--- src/rtl/nios_system_switch_ctrl_pkg.sv ---
// Shared constants for the slide-switch Avalon-MM controller.
package nios_system_switch_ctrl_pkg;

  localparam logic [1:0] ADDR_DATA   = 2'd0;
  localparam logic [1:0] ADDR_MASK   = 2'd1;
  localparam logic [1:0] ADDR_EDGE   = 2'd2;
  localparam logic [1:0] ADDR_PERIOD = 2'd3;

  localparam int unsigned TICK_RESET_DEF = 50000;

  typedef enum logic {
    ST_INIT = 1'b0,
    ST_RUN  = 1'b1
  } state_e;

endpackage

--- src/rtl/nios_system_switch_debounce.sv ---
// One switch bit: counts consecutive disagreeing samples and accepts a new level.
module nios_system_switch_debounce #(
  parameter int unsigned STABLE_SAMPLES = 3
) (
  input  logic clk,
  input  logic reset_n,
  input  logic i_tick,
  input  logic i_load,
  input  logic i_sync_bit,
  output logic o_level
);

  localparam int unsigned CNT_W = 3;
  localparam logic [CNT_W-1:0] LAST = CNT_W'(STABLE_SAMPLES - 1);

  logic [CNT_W-1:0] r_cnt;
  logic             r_level;

  // Sample on tick: load directly during INIT, else require a stable run.
  always_ff @(posedge clk or negedge reset_n) begin
    if (!reset_n) begin
      r_cnt   <= '0;
      r_level <= 1'b0;
    end else if (i_tick) begin
      if (i_load) begin
        r_level <= i_sync_bit;
        r_cnt   <= '0;
      end else if (i_sync_bit == r_level) begin
        r_cnt <= '0;
      end else if (r_cnt == LAST) begin
        r_level <= i_sync_bit;
        r_cnt   <= '0;
      end else begin
        r_cnt <= r_cnt + CNT_W'(1);
      end
    end
  end

  assign o_level = r_level;

endmodule

--- src/rtl/nios_system_switch_ctrl.sv ---
// Slide-switch PIO slave: synchronizer, prescaled debounce, edge capture, maskable irq.
module nios_system_switch_ctrl
  import nios_system_switch_ctrl_pkg::*;
#(
  parameter int unsigned DATA_WIDTH     = 18,
  parameter int unsigned TICK_WIDTH     = 16,
  parameter int unsigned TICK_RESET     = TICK_RESET_DEF,
  parameter int unsigned STABLE_SAMPLES = 3
) (
  input  logic                  clk,
  input  logic                  reset_n,
  input  logic [1:0]            address,
  input  logic                  chipselect,
  input  logic                  write_n,
  input  logic [31:0]           writedata,
  output logic [31:0]           readdata,
  output logic                  irq,
  input  logic [DATA_WIDTH-1:0] in_port
);

  localparam int unsigned ICNT_W = 3;
  localparam logic [ICNT_W-1:0] INIT_LAST = ICNT_W'(STABLE_SAMPLES - 1);

  logic [DATA_WIDTH-1:0] r_sync1;
  logic [DATA_WIDTH-1:0] r_sync;
  logic [TICK_WIDTH-1:0] r_presc;
  logic [TICK_WIDTH-1:0] r_period;
  logic [ICNT_W-1:0]     r_init_cnt;
  state_e                r_state;
  logic                  r_cap_en;
  logic [DATA_WIDTH-1:0] r_deb_d;
  logic [DATA_WIDTH-1:0] r_edge;
  logic [DATA_WIDTH-1:0] r_mask;

  logic                  w_wr;
  logic [TICK_WIDTH-1:0] w_period_eff;
  logic                  w_tick;
  logic                  w_load;
  logic [DATA_WIDTH-1:0] w_deb;
  logic [DATA_WIDTH-1:0] w_set;
  logic [DATA_WIDTH-1:0] w_clr;
  logic                  w_unused_wdata;

  assign w_wr           = chipselect & ~write_n;
  assign w_period_eff   = (r_period == '0) ? TICK_WIDTH'(1) : r_period;
  assign w_tick         = (r_presc == (w_period_eff - TICK_WIDTH'(1)));
  assign w_load         = (r_state == ST_INIT);
  assign w_set          = r_cap_en ? (w_deb ^ r_deb_d) : '0;
  assign w_clr          = (w_wr && address == ADDR_EDGE) ? writedata[DATA_WIDTH-1:0] : '0;
  assign w_unused_wdata = &{1'b0, writedata[31:DATA_WIDTH]};
  assign irq            = |(r_edge & r_mask);

  // Two-flop synchronizer on the raw switch pins.
  always_ff @(posedge clk or negedge reset_n) begin
    if (!reset_n) begin
      r_sync1 <= '0;
      r_sync  <= '0;
    end else begin
      r_sync1 <= in_port;
      r_sync  <= r_sync1;
    end
  end

  // Debounce prescaler; a period write restarts the count.
  always_ff @(posedge clk or negedge reset_n) begin
    if (!reset_n) begin
      r_presc <= '0;
    end else if (w_wr && address == ADDR_PERIOD) begin
      r_presc <= '0;
    end else if (w_tick) begin
      r_presc <= '0;
    end else begin
      r_presc <= r_presc + TICK_WIDTH'(1);
    end
  end

  // INIT absorbs the power-up levels for a few ticks, then RUN forever.
  always_ff @(posedge clk or negedge reset_n) begin
    if (!reset_n) begin
      r_state    <= ST_INIT;
      r_init_cnt <= '0;
      r_cap_en   <= 1'b0;
    end else begin
      r_cap_en <= (r_state == ST_RUN);
      if (r_state == ST_INIT && w_tick) begin
        if (r_init_cnt == INIT_LAST) begin
          r_state    <= ST_RUN;
          r_init_cnt <= '0;
        end else begin
          r_init_cnt <= r_init_cnt + ICNT_W'(1);
        end
      end
    end
  end

  // Per-bit debounce instances.
  for (genvar gi = 0; gi < DATA_WIDTH; gi++) begin : g_deb
    nios_system_switch_debounce #(
      .STABLE_SAMPLES(STABLE_SAMPLES)
    ) u_deb (
      .clk        (clk),
      .reset_n    (reset_n),
      .i_tick     (w_tick),
      .i_load     (w_load),
      .i_sync_bit (r_sync[gi]),
      .o_level    (w_deb[gi])
    );
  end

  // Software registers: mask, period, and edge capture where set beats clear.
  always_ff @(posedge clk or negedge reset_n) begin
    if (!reset_n) begin
      r_deb_d  <= '0;
      r_edge   <= '0;
      r_mask   <= '0;
      r_period <= TICK_WIDTH'(TICK_RESET);
    end else begin
      r_deb_d <= w_deb;
      r_edge  <= (r_edge & ~w_clr) | w_set;
      if (w_wr && address == ADDR_MASK) begin
        r_mask <= writedata[DATA_WIDTH-1:0];
      end
      if (w_wr && address == ADDR_PERIOD) begin
        r_period <= writedata[TICK_WIDTH-1:0];
      end
    end
  end

  // Read mux registered every cycle for 1-cycle latency.
  always_ff @(posedge clk or negedge reset_n) begin
    if (!reset_n) begin
      readdata <= '0;
    end else begin
      case (address)
        ADDR_DATA: readdata <= 32'(w_deb);
        ADDR_MASK: readdata <= 32'(r_mask);
        ADDR_EDGE: readdata <= 32'(r_edge);
        default:   readdata <= 32'(r_period);
      endcase
    end
  end

endmodule
--- config.mk ---
export PLATFORM = sky130hd
export DESIGN_NAME = nios_system_switch_ctrl
export DESIGN_NICKNAME = d
export VERILOG_FILES = /design/src/rtl/nios_system_switch_ctrl_pkg.sv /design/src/rtl/nios_system_switch_debounce.sv /design/src/rtl/nios_system_switch_ctrl.sv
export SDC_FILE = /design/constraint.sdc
export NUM_CORES = 1
export LEC_CHECK = 0
export BUFFER_PORTS_ARGS = -buffer_cell sky130_fd_sc_hd__buf_2
export CORE_UTILIZATION = 55
export CTS_CLUSTER_SIZE = 40
export DETAILED_ROUTE_END_ITERATION = 10
export PLACE_DENSITY = 0.75
export SLEW_MARGIN = 20
export SYNTH_ARGS = -nofsm -noshare
export SYNTH_HDL_FRONTEND = slang
export SYNTH_SLANG_ARGS = --single-unit
--- constraint.sdc ---
create_clock -name clk -period 8.45 [get_ports clk]
set_input_delay 0.4225 -clock clk [delete_from_list [all_inputs] [get_ports clk]]
set_output_delay 0.4225 -clock clk [all_outputs]
set_load 0.05 [all_outputs]
==> qor.csv <==
stage;metric;value;unit
outcome;status;complete, no violations;
cts;CTS max path bufs;3;
place;RD Place Congestion;0.866;
floorplanning;Initial Util;56.1;%
synth;register area share after synthesis;54.1;%
finish;Fill cells;1398;
synth;Area contributors post-synth;dfrtp_1 (53%), o31ai_1 (5.4%), xor2_1 (4.7%);
cts;Clk Latency, worst-skew pair;0.51;ns
timing;final worst setup slack;4.02;ns
floorplanning;FP Rows;49;
floorplanning;Die Footprint;18800;um^2
timing;Final setup viols;0;
worst_setup_path;Worst Setup End Kind;flop;
floorplanning;Placeable Area;17900;um^2
timing;RSZ-0062 raised after global routing;false;
floorplanning;Die Span X;137;um
flow_run;number of max-cap violations;0;
timing;Tcrit/Tclk final;52.5;%
finish;area of the multi-input gates;4370;um^2
timing;Final TNS setup;0;ns
timing;final hold vios;0;
timing;fin. max-slew vios;0;
timing;Fmax;226;MHz
worst_setup_path;crit-path max FO;58;
detailed_routing;routed wire length;20.5;mm
detailed_routing;drt first pass iters;5;
detailed_routing;Vias per Instance;5.97;
global_routing;first-pass GRT wire length;33.9;mm
finish;nets;940;
cts;postcts setup bufs;0;
finish;synthesis-to-layout area growth;12.4;%
synth;Avg Inst Size Synth;12.1;um^2
cts;CTS H-tree depth;1;
detailed_routing;vias;6717;
finish;Register Area;5440;um^2
place;Port Buf Inserts;60;
worst_setup_path;CP Data Arrival Time;4.87;ns
detailed_routing;DR iter-0 viols;481;
pwr;leakage;5.05;nW
timing;worst slew pin tran;1.05;ns
global_routing;largest net degree at the start of global routing;81;
detailed_routing;Avg WL per Cell;18.2;um
timing;clk_skew;0.0186;ns
pwr;pwr dens;232;nW/um^2
worst_setup_path;Critical Path RT;8.88;ns
floorplanning;Die Y;137;um
cts;clk sink count;217;
global_routing;total gr overflow;0;
detailed_routing;DRC errors left;0;
synth;Async S/R FF share, synth;100;%
synth;Synth cell types;55;
worst_setup_path;critical path class;flop to flop;
timing;slew margin rel.;29.7;%
synth;Syn Inst Count;833;
floorplanning;IO Count;89;
global_routing;antenna violations before repair;0;
synth;Cell Area, Synth;10000;um^2
min_path;Hold WC Path Type;input pin to flop;
cts;cts bufs inserted;23;
finish;diode count;0;
detailed_routing;ANT nets after route;0;
pwr;maximum vdd drop;159;uV
place;Place WS;4.07;ns
global_routing;via count of the first global-routing pass;6537;
synth;area fraction of the dominant cell type after synthesis;52.6;%
place;Post-DP HPWL;13.0;mm
cts;TritonCTS clock tree;built;
synth;Yosys top cell by area;dfrtp_1;
cts;CTS root buf;clkbuf_16;
synth;Yosys reg bits;217;
global_routing;Overall Global Routing Usage;23.3;%
cts;CTS clk-pin slew, worst paths;0.06;ns
synth;Post-synth EDFFs;0;
synth;top_reg_cell synth;dfrtp_1;
timing;Final min period;4.43;ns
worst_setup_path;startpoint types;flop;
finish;layout cell share with drive strength beyond 1;18.7;%
synth;yosys warns;0;
layer usage:
layer | global-route usage [%] | vias to the layer above | share of wire, %
li1 | - | 3150 | -
met1 | 33.8 | 3346 | 47
met2 | 35.9 | 188 | 45
met3 | 4.30 | 33 | 5.5
met4 | 6.59 | 0 | 2.3
met5 | 0 | - | 0
state kept, by name (all words and copies together), names as in the netlist, 18 cells and up:
signal	count
g_deb.u_deb.r_cnt	54
g_deb.u_deb.o_level	18
r_deb_d	18
r_edge	18
r_mask	18
r_sync1	18
r_sync	18
readdata	18
report_power, final:
part           switching [mW]  internal [mW]
Clock                   0.395          0.626
Combinational           0.229          0.138
Sequential              0.104           1.13
final timing paths:
path                         startpoint                      end  slack, ns  depth (start not counted)
min in group asynchronous       reset_n  g_deb[2].u_deb.r_cnt[2]       0.49                          2
hold / removal               in_port[9]               r_sync1[9]       0.01                          1
hold reg to reg             r_sync1[17]               r_sync[17]       0.35                          0
setup / recovery           r_period[12]                  r_state       4.02                         12
max in group asynchronous       reset_n  g_deb[9].u_deb.r_cnt[2]       6.67                          3
setup reg to reg           r_period[12]                  r_state       4.02                         12
layout by cell type (no fill, tap or decap), types with 3 or more instances in the layout:
master and n:
a211oi_1 6, a21oi_1 24, a221oi_1 4, a22o_1 21
a22oi_1 4, and3_1 8, buf_2 59, buf_4 6
bufinv_16 3, clkbuf_1 4, clkbuf_16 23, clkbuf_8 4
clkinv_2 3, conb_1 14, dfrtp_1 210, dfstp_2 6
dlygate4sd3_1 4, inv_1 5, mux2_1 37, mux2_2 32
mux4_2 16, nand2_1 52, nand2b_1 20, nand3_1 32
nor2_1 13, nor2b_1 5, nor3_1 37, nor3b_1 40
nor4_1 5, o21a_1 18, o21ai_0 4, o31ai_1 72
xnor2_1 13, xor2_1 54
what timing repair did:
item                      in CTS  in global routing
resized for setup              0                  0
hold buffers                   4                  0
hold endpoints to repair      78                  0
critical path: stages (launching register included):
cell and delay (ns):
dfrtp_1 0.47, nor4_2 0.43, and4b_1 0.30, a21oi_1 0.09, ha_1 0.27, nor2b_1 0.21, a2111oi_0 0.41, a2111oi_0 0.13
a211oi_1 0.50, o2111ai_4 0.19, buf_4 0.38, nor2_2 0.68, a41o_1 0.27
cells by family after synthesis:
kind of cell             count (synthesis)  share of synthesized area, %
AO/OA/AOI/OAI                          165                          12.2
XOR/XNOR                                67                          5.84
adder cells (fa/ha/maj)                  2                         0.249
buffers and inverters                   64                          3.09
flip-flops                             217                          54.1
multiplexers                            87                          11.5
other                                    1                        0.0373
AND/OR/NAND/NOR                        230                          12.9
synthesized netlist by cell type, types with 21 or more instances:
cell type / number
a21oi_1: 24
a22o_1: 21
clkbuf_1: 32
dfrtp_1: 211
mux2_1: 37
mux2_2: 32
nand2_1: 52
nand3_1: 32
nor3_1: 37
nor3b_1: 40
o31ai_1: 72
xor2_1: 54
metrics by stage:
step                power, mW  cells  hold slack, ns  area, um^2  util, %
detailed placement       1.61   1082           0.335       10500     58.5
global route             2.73   1126        0.000669       11300     63.0
floorplan                1.49    846           0.127       10100        -
global placement         1.60   1082           0.333       10500     58.4
finish                   2.62   1126          0.0141       11300     63.0
CTS                      2.64   1126        0.000702       11300     63.0
final cells by class:
type / count / share of cell area (%)
well taps: 229 / 2.54
inverters: 5 / 0.166
clock inverters: 9 / 1.14
clock buffers: 31 / 5.72
multi-input cells: 565 / 38.7
flip-flops and latches: 217 / 48.2
repair buffers: 70 / 3.50
Note: power is estimated with default switching activity, not from simulation.
